[src/rtl/push_btn_bank_pkg.sv]
// Shared constants and types for the push-button bank: opcode encodings,
// instruction field positions and the controller state enum.
package push_btn_bank_pkg;

  localparam int unsigned OPC_MSB   = 11;
  localparam int unsigned OPC_LSB   = 8;
  localparam int unsigned IMM_WIDTH = 8;

  localparam logic [3:0] NOP = 4'h0;
  localparam logic [3:0] RDA = 4'h1;
  localparam logic [3:0] RDC = 4'h2;
  localparam logic [3:0] CLR = 4'h3;
  localparam logic [3:0] MSK = 4'h4;

  typedef enum logic [0:0] {
    READY = 1'b0,
    ERROR = 1'b1
  } state_e;

endpackage

[src/rtl/push_btn_bank_n_if.sv]
// Instruction/result bus between the controller (master) and the button bank (slave).
interface push_btn_bank_n_if #(
  parameter int unsigned NumBtns = 8
);
  logic [11:0]        inst;
  logic               inst_en;
  logic [NumBtns-1:0] btn_state;
  logic               error;

  modport master (
    output inst,
    output inst_en,
    input  btn_state,
    input  error
  );

  modport slave (
    input  inst,
    input  inst_en,
    output btn_state,
    output error
  );
endinterface

[src/rtl/btn_debounce.sv]
// Single-channel synchroniser + debouncer; rise pulses for one cycle on the
// edge where the stable level is accepted as 1.
module btn_debounce #(
  parameter int unsigned DebounceCycles = 16
) (
  input  logic clock,
  input  logic reset,
  input  logic raw,
  output logic stable,
  output logic rise
);
  localparam int unsigned CntWidth = $clog2(DebounceCycles + 1);

  logic [1:0]          sync_q;
  logic                stable_q;
  logic                rise_q;
  logic [CntWidth-1:0] cnt_q;

  always_ff @(posedge clock or negedge reset) begin
    if (!reset) begin
      sync_q   <= 2'b00;
      stable_q <= 1'b0;
      rise_q   <= 1'b0;
      cnt_q    <= '0;
    end else begin
      sync_q <= {sync_q[0], raw};
      rise_q <= 1'b0;
      if (sync_q[1] != stable_q) begin
        // The DebounceCycles-th consecutive differing cycle accepts the new level.
        if (cnt_q == CntWidth'(DebounceCycles - 1)) begin
          stable_q <= sync_q[1];
          rise_q   <= sync_q[1];
          cnt_q    <= '0;
        end else begin
          cnt_q <= cnt_q + 1'b1;
        end
      end else begin
        cnt_q <= '0;
      end
    end
  end

  assign stable = stable_q;
  assign rise   = rise_q;

endmodule

[src/rtl/push_btn_bank_n.sv]
// Debounced push-button bank with sticky press flags, enable mask and an
// instruction-driven read/clear interface; undefined instructions lock into ERROR.
module push_btn_bank_n
  import push_btn_bank_pkg::*;
#(
  parameter int unsigned NumBtns        = 8,
  parameter int unsigned DebounceCycles = 16
) (
  input  logic               clock,
  input  logic               reset,
  input  logic [NumBtns-1:0] btn,
  push_btn_bank_n_if.slave   bus
);

  logic [NumBtns-1:0] stable;
  logic [NumBtns-1:0] rise;

  for (genvar g = 0; g < NumBtns; g++) begin : g_db
    btn_debounce #(
      .DebounceCycles(DebounceCycles)
    ) u_db (
      .clock (clock),
      .reset (reset),
      .raw   (btn[g]),
      .stable(stable[g]),
      .rise  (rise[g])
    );
  end

  state_e               state_q;
  logic [NumBtns-1:0]   flag_q, flag_d;
  logic [NumBtns-1:0]   mask_q, mask_d;
  logic [NumBtns-1:0]   btn_state_q;
  logic                 error_q;

  logic [3:0]           opc;
  logic [IMM_WIDTH-1:0] imm;
  logic                 exec;
  logic                 bad;
  logic                 rd_load;
  logic [NumBtns-1:0]   rd_val;
  logic [NumBtns-1:0]   flag_clr;
  logic [NumBtns-1:0]   press;

  assign opc   = bus.inst[OPC_MSB:OPC_LSB];
  assign imm   = bus.inst[IMM_WIDTH-1:0];
  assign exec  = bus.inst_en && (state_q == READY);
  assign press = rise & stable & mask_q;

  always_comb begin
    bad      = 1'b0;
    rd_load  = 1'b0;
    rd_val   = '0;
    flag_clr = '0;
    mask_d   = mask_q;
    if (exec) begin
      unique case (opc)
        NOP: ;
        RDA: begin
          rd_load  = 1'b1;
          rd_val   = flag_q;
          flag_clr = '1;
        end
        RDC: begin
          if (imm >= IMM_WIDTH'(NumBtns)) begin
            bad = 1'b1;
          end else begin
            rd_load = 1'b1;
            for (int unsigned i = 0; i < NumBtns; i++) begin
              if (imm == IMM_WIDTH'(i)) begin
                rd_val[i]   = flag_q[i];
                flag_clr[i] = 1'b1;
              end
            end
          end
        end
        CLR: flag_clr = '1;
        MSK: mask_d = imm[NumBtns-1:0];
        default: bad = 1'b1;
      endcase
    end
    // A press landing on a clearing edge wins so the event is never lost.
    flag_d = (flag_q & ~flag_clr) | press;
  end

  always_ff @(posedge clock or negedge reset) begin
    if (!reset) begin
      state_q     <= READY;
      error_q     <= 1'b0;
      btn_state_q <= '0;
      flag_q      <= '0;
      mask_q      <= '1;
    end else begin
      flag_q <= flag_d;
      mask_q <= mask_d;
      if (rd_load) begin
        btn_state_q <= rd_val;
      end
      if (bad) begin
        state_q <= ERROR;
        error_q <= 1'b1;
      end
    end
  end

  assign bus.btn_state = btn_state_q;
  assign bus.error     = error_q;

endmodule

[src/flat_wrapper.sv]
// flat-port wrapper written by rule: the top's interface ports become plain ports
module push_btn_bank_n_flat import push_btn_bank_pkg::*;
#(
  parameter int unsigned NumBtns        = 8,
  parameter int unsigned DebounceCycles = 16
)
  (clock, reset, btn, bus_inst, bus_inst_en, bus_btn_state, bus_error);
  push_btn_bank_n_if #(.NumBtns(NumBtns)) bus_i ();
  input  logic clock;
  input  logic reset;
  input  logic [NumBtns-1:0] btn;
  input wire logic [$bits(bus_i.inst)-1:0] bus_inst;
  input wire logic [$bits(bus_i.inst_en)-1:0] bus_inst_en;
  output wire logic [$bits(bus_i.btn_state)-1:0] bus_btn_state;
  output wire logic [$bits(bus_i.error)-1:0] bus_error;
  assign bus_i.inst = bus_inst;
  assign bus_i.inst_en = bus_inst_en;
  assign bus_btn_state = bus_i.btn_state;
  assign bus_error = bus_i.error;
  push_btn_bank_n #(.NumBtns(NumBtns), .DebounceCycles(DebounceCycles)) u_core (.clock(clock), .reset(reset), .btn(btn), .bus(bus_i));
endmodule
[config.mk]
export PLATFORM = sky130hd
export DESIGN_NAME = push_btn_bank_n_flat
export DESIGN_NICKNAME = d
export VERILOG_FILES = /design/src/rtl/push_btn_bank_pkg.sv /design/src/rtl/push_btn_bank_n_if.sv /design/src/rtl/btn_debounce.sv /design/src/rtl/push_btn_bank_n.sv /design/src/flat_wrapper.sv
export SDC_FILE = /design/constraint.sdc
export NUM_CORES = 1
export LEC_CHECK = 0
export ABC_AREA = 1
export CORE_MARGIN = 2
export CORE_UTILIZATION = 58
export DETAILED_ROUTE_END_ITERATION = 8
export PLACE_DENSITY_LB_ADDON = 0.15
export RECOVER_POWER = 25
export SETUP_SLACK_MARGIN = 0.5
export SYNTH_ARGS = -nofsm -noshare
export SYNTH_HDL_FRONTEND = slang
export SYNTH_SLANG_ARGS = --single-unit
[constraint.sdc]
create_clock -name clock -period 1.4 [get_ports clock]
set_input_delay 0.14 -clock clock [delete_from_list [all_inputs] [get_ports clock]]
set_output_delay 0.14 -clock clock [all_outputs]
set_load 0.1 [all_outputs]
==> reports/results.ini <==
[critical_path]
slowest_delay_ns = 0.41
slowest_stage = dfrtp_1
timing.rr.start = u_core.g_db[6].u_db.cnt_q[1]
rr_endpoint = u_core.g_db[6].u_db.cnt_q[0]
endpoint_kind = flip-flop
worstPathCellList = ha_2, nand2_2, inv_2, nand2_4, nor2_4, or2_4, nor2_1
start_kind = flip-flop
critical_path_class = flip-flop to flip-flop
critPathMaxFanout = 2
reg2regPathDepth = 7
cp.arrival_ns = 1.60
worstPathRequired_ns = 1.68
rrSetupSlack_ns = 0.09

[cells_and_area]
fillCellCount = 276
drive_gt1_share_pct = 50.6
fin_util_pct = 90.8
syn_to_final_growth_pct = 51.4
fin_nets = 623
design_area_um2 = 6210
fin_cells = 691
antenna-diode-count = 0

[routing]
drt_iter0_drc = 309
drc = 0
via_per_inst = 5.32
drt_wl_total_um = 11000
final_antenna_net_count = 0
vias = 3677
wl_per_cell_um = 16.0
drt_first_pass_iters = 5

[yosys]
synth_warnings = 0
yosysMostFrequentCell = nand2_1
synth_common_cells = nand2_1 (148), dfrtp_1 (89), nor2_1 (79), inv_1 (37), nand3_1 (30)
synth_top_area_cell = dfrtp_1
syn_inst = 459
synth.area.top_cells = dfrtp_1 (54%), nand2_1 (14%), nor2_1 (7.2%), dfstp_2 (5.1%), nand3_1 (3.7%)
ys.flop_type = dfrtp_1
ys_seq_area_share_pct = 59.5
synth.avg_cell_area_um2 = 8.93
syn_nets = 490
synth_cell_type_count = 20
yosys_register_bits = 97
synth_edf_count = 0
synth_top_area_share_pct = 54.3
synth_area_um2 = 4100
ys_async_sr_fraction_pct = 100

[timing]
fin_worst_skew_ns = 0.00987
fmax_mhz = 762
tns_ns = 0
fin_crit_ns = 1.31
hold_viol = 0
slew_headroom_pct = 65.8
grt_setup_unrepaired = yes
tightest_slew_ns = 0.513
finalMaxSlewViolations = 0
fin_crit_sh_pct = 93.7
finalSetupViolations = 0

[power]
power_leakage_nw = 3.23
clock_power_share_pct = 31.2
power_density_nw_per_um2 = 823
power_w = 0.00511
netSwitchingFraction_pct = 26.1
intPower_w = 0.00378
power_frac_comb_pct = 11.3
p_sw_w = 0.00133
ir_worst_vdd_uv = 710
p_seq_share_pct = 57.6

[placement]
dpl-instance-area_um2 = 4860
place_inst = 608
globalplace.congestion = 0.859
portBuffers = 31
hpwl_um = 5150

[floorplan]
die-area_um2 = 7760
ios = 32
die_h_um = 88.1
initial_utilization_pct = 60.0
die_w_um = 88.1
rows = 30
core_um2 = 6830

[run_status]
status = complete, no violations

[clocking]
cts_buffers = 9
h-tree-depth = 3
clockBufferDepth = 2
cts_tree = done
clockRootBuffer = clkbuf_8
clk_pin_slew_ns = 0.10
clock_latency_ns = 0.36
clock_sinks = 97

[worst_hold_path]
hold_path_class = primary input to flip-flop
holdPathStages = 4
holdCritStartpoint = bus_inst[6]
worstHoldEndpoint = u_core.mask_q[6]

[flow_run]
cap_violations = 0

[global_route]
antenna_found_initial = 0
grt_pass1_wl_um = 14800
first_global_vias = 3372
gr-total-overflow = 0
grt_usage_pct = 24.8
grt_max_degree = 98

-- power groups by stage --
stage                     registers, W  logic (W)  clock network, W
final                          0.00294   0.000575           0.00159
after global routing           0.00295   0.000629           0.00173
after CTS                      0.00293   0.000460           0.00157
after detailed placement       0.00298   0.000385                 0
after global placement         0.00298   0.000373                 0
after floorplan                0.00297   0.000173                 0
-- worst max-delay path, delay by kind of cell (launching register included) --
kind                       cells  cell delay (ns)
DFF                            1             0.41
adders and majority gates      1             0.20
and+or+nand+nor                5             0.57
buffers and inverters          1             0.05
-- cells by family after synthesis --
kind of cell               synth area share (%)
adders and majority gates                  2.44
xor gates and xnor gates                   3.42
DFF                                        59.5
AOI/OAI and AO/OA                          2.23
and+or+nand+nor                            27.9
buffers and inverters                      4.55
-- repair_timing --
action                     4_1_cts  5_1_grt
setup endpoints to repair       90       90
pin swaps                       46       31
gates cloned                     2        0
gates resized for setup        116      103
setup buffers                   42       24
hold endpoints to repair        89        0
hold buffers                     1        0
-- layout by cell type (no fill, tap or decap), types with 16 or more instances in the layout --
| master | count |
|---|---|
| nand2_2 | 51 |
| nand2_1 | 80 |
| nand3_1 | 30 |
| dfrtp_1 | 80 |
| nor2_4 | 16 |
| inv_1 | 22 |
| buf_4 | 74 |
| nand2_4 | 18 |
| nor2_2 | 19 |
| nor2_1 | 46 |
-- state kept, by name, indices dropped and copies added (netlist names) --
signal,cells
u_core.g_db.u_db.cnt_q,40
u_core.g_db.u_db.sync_q,16
u_core.bus.btn_state,8
u_core.flag_q,8
u_core.g_db.u_db.rise,8
u_core.g_db.u_db.stable,8
u_core.mask_q,8
u_core.state_q,1
-- metal layers --
layer	vias up	global-route usage [%]	share of wire, %
met1	1820	30.9	38
met5	-	0	0
li1	1686	-	-
met3	36	5.09	4.4
met2	135	43.9	55
met4	0	7.44	2.9
-- layout make-up --
type	count	area [um^2]	area share [%]
Timing Repair Buffer	125	1200	19.3
Multi-Input combinational cell	321	2130	34.3
Sequential cell	97	2450	39.5
Clock buffer	9	124	2.00
Tap cell	96	120	1.94
Clock inverter	5	33.8	0.544
Inverter	38	150	2.42
-- worst max-delay path by stage --
stage	startpoint	end	slack, ns	cells after the start
floorplan	u_core.state_q	u_core.mask_q[5]	-0.02	8
global placement	bus_inst[8]	u_core.bus.btn_state[6]	-0.14	9
detailed placement	bus_inst[8]	u_core.bus.btn_state[5]	-0.18	9
CTS	u_core.g_db[3].u_db.cnt_q[1]	u_core.g_db[3].u_db.cnt_q[0]	0.20	7
global route	u_core.g_db[6].u_db.cnt_q[1]	u_core.g_db[6].u_db.cnt_q[0]	0.06	7
finish	u_core.g_db[6].u_db.cnt_q[1]	u_core.g_db[6].u_db.cnt_q[0]	0.09	7
-- per-stage QoR --
step                worst slack (ns)  hold slack [ns]
global placement              -0.142            0.226
detailed placement            -0.182            0.227
global route                  0.0566            0.180
floorplan                    -0.0216           -0.156
finish                        0.0877            0.181
CTS                            0.199            0.185
(Power assumes the default switching activity.)
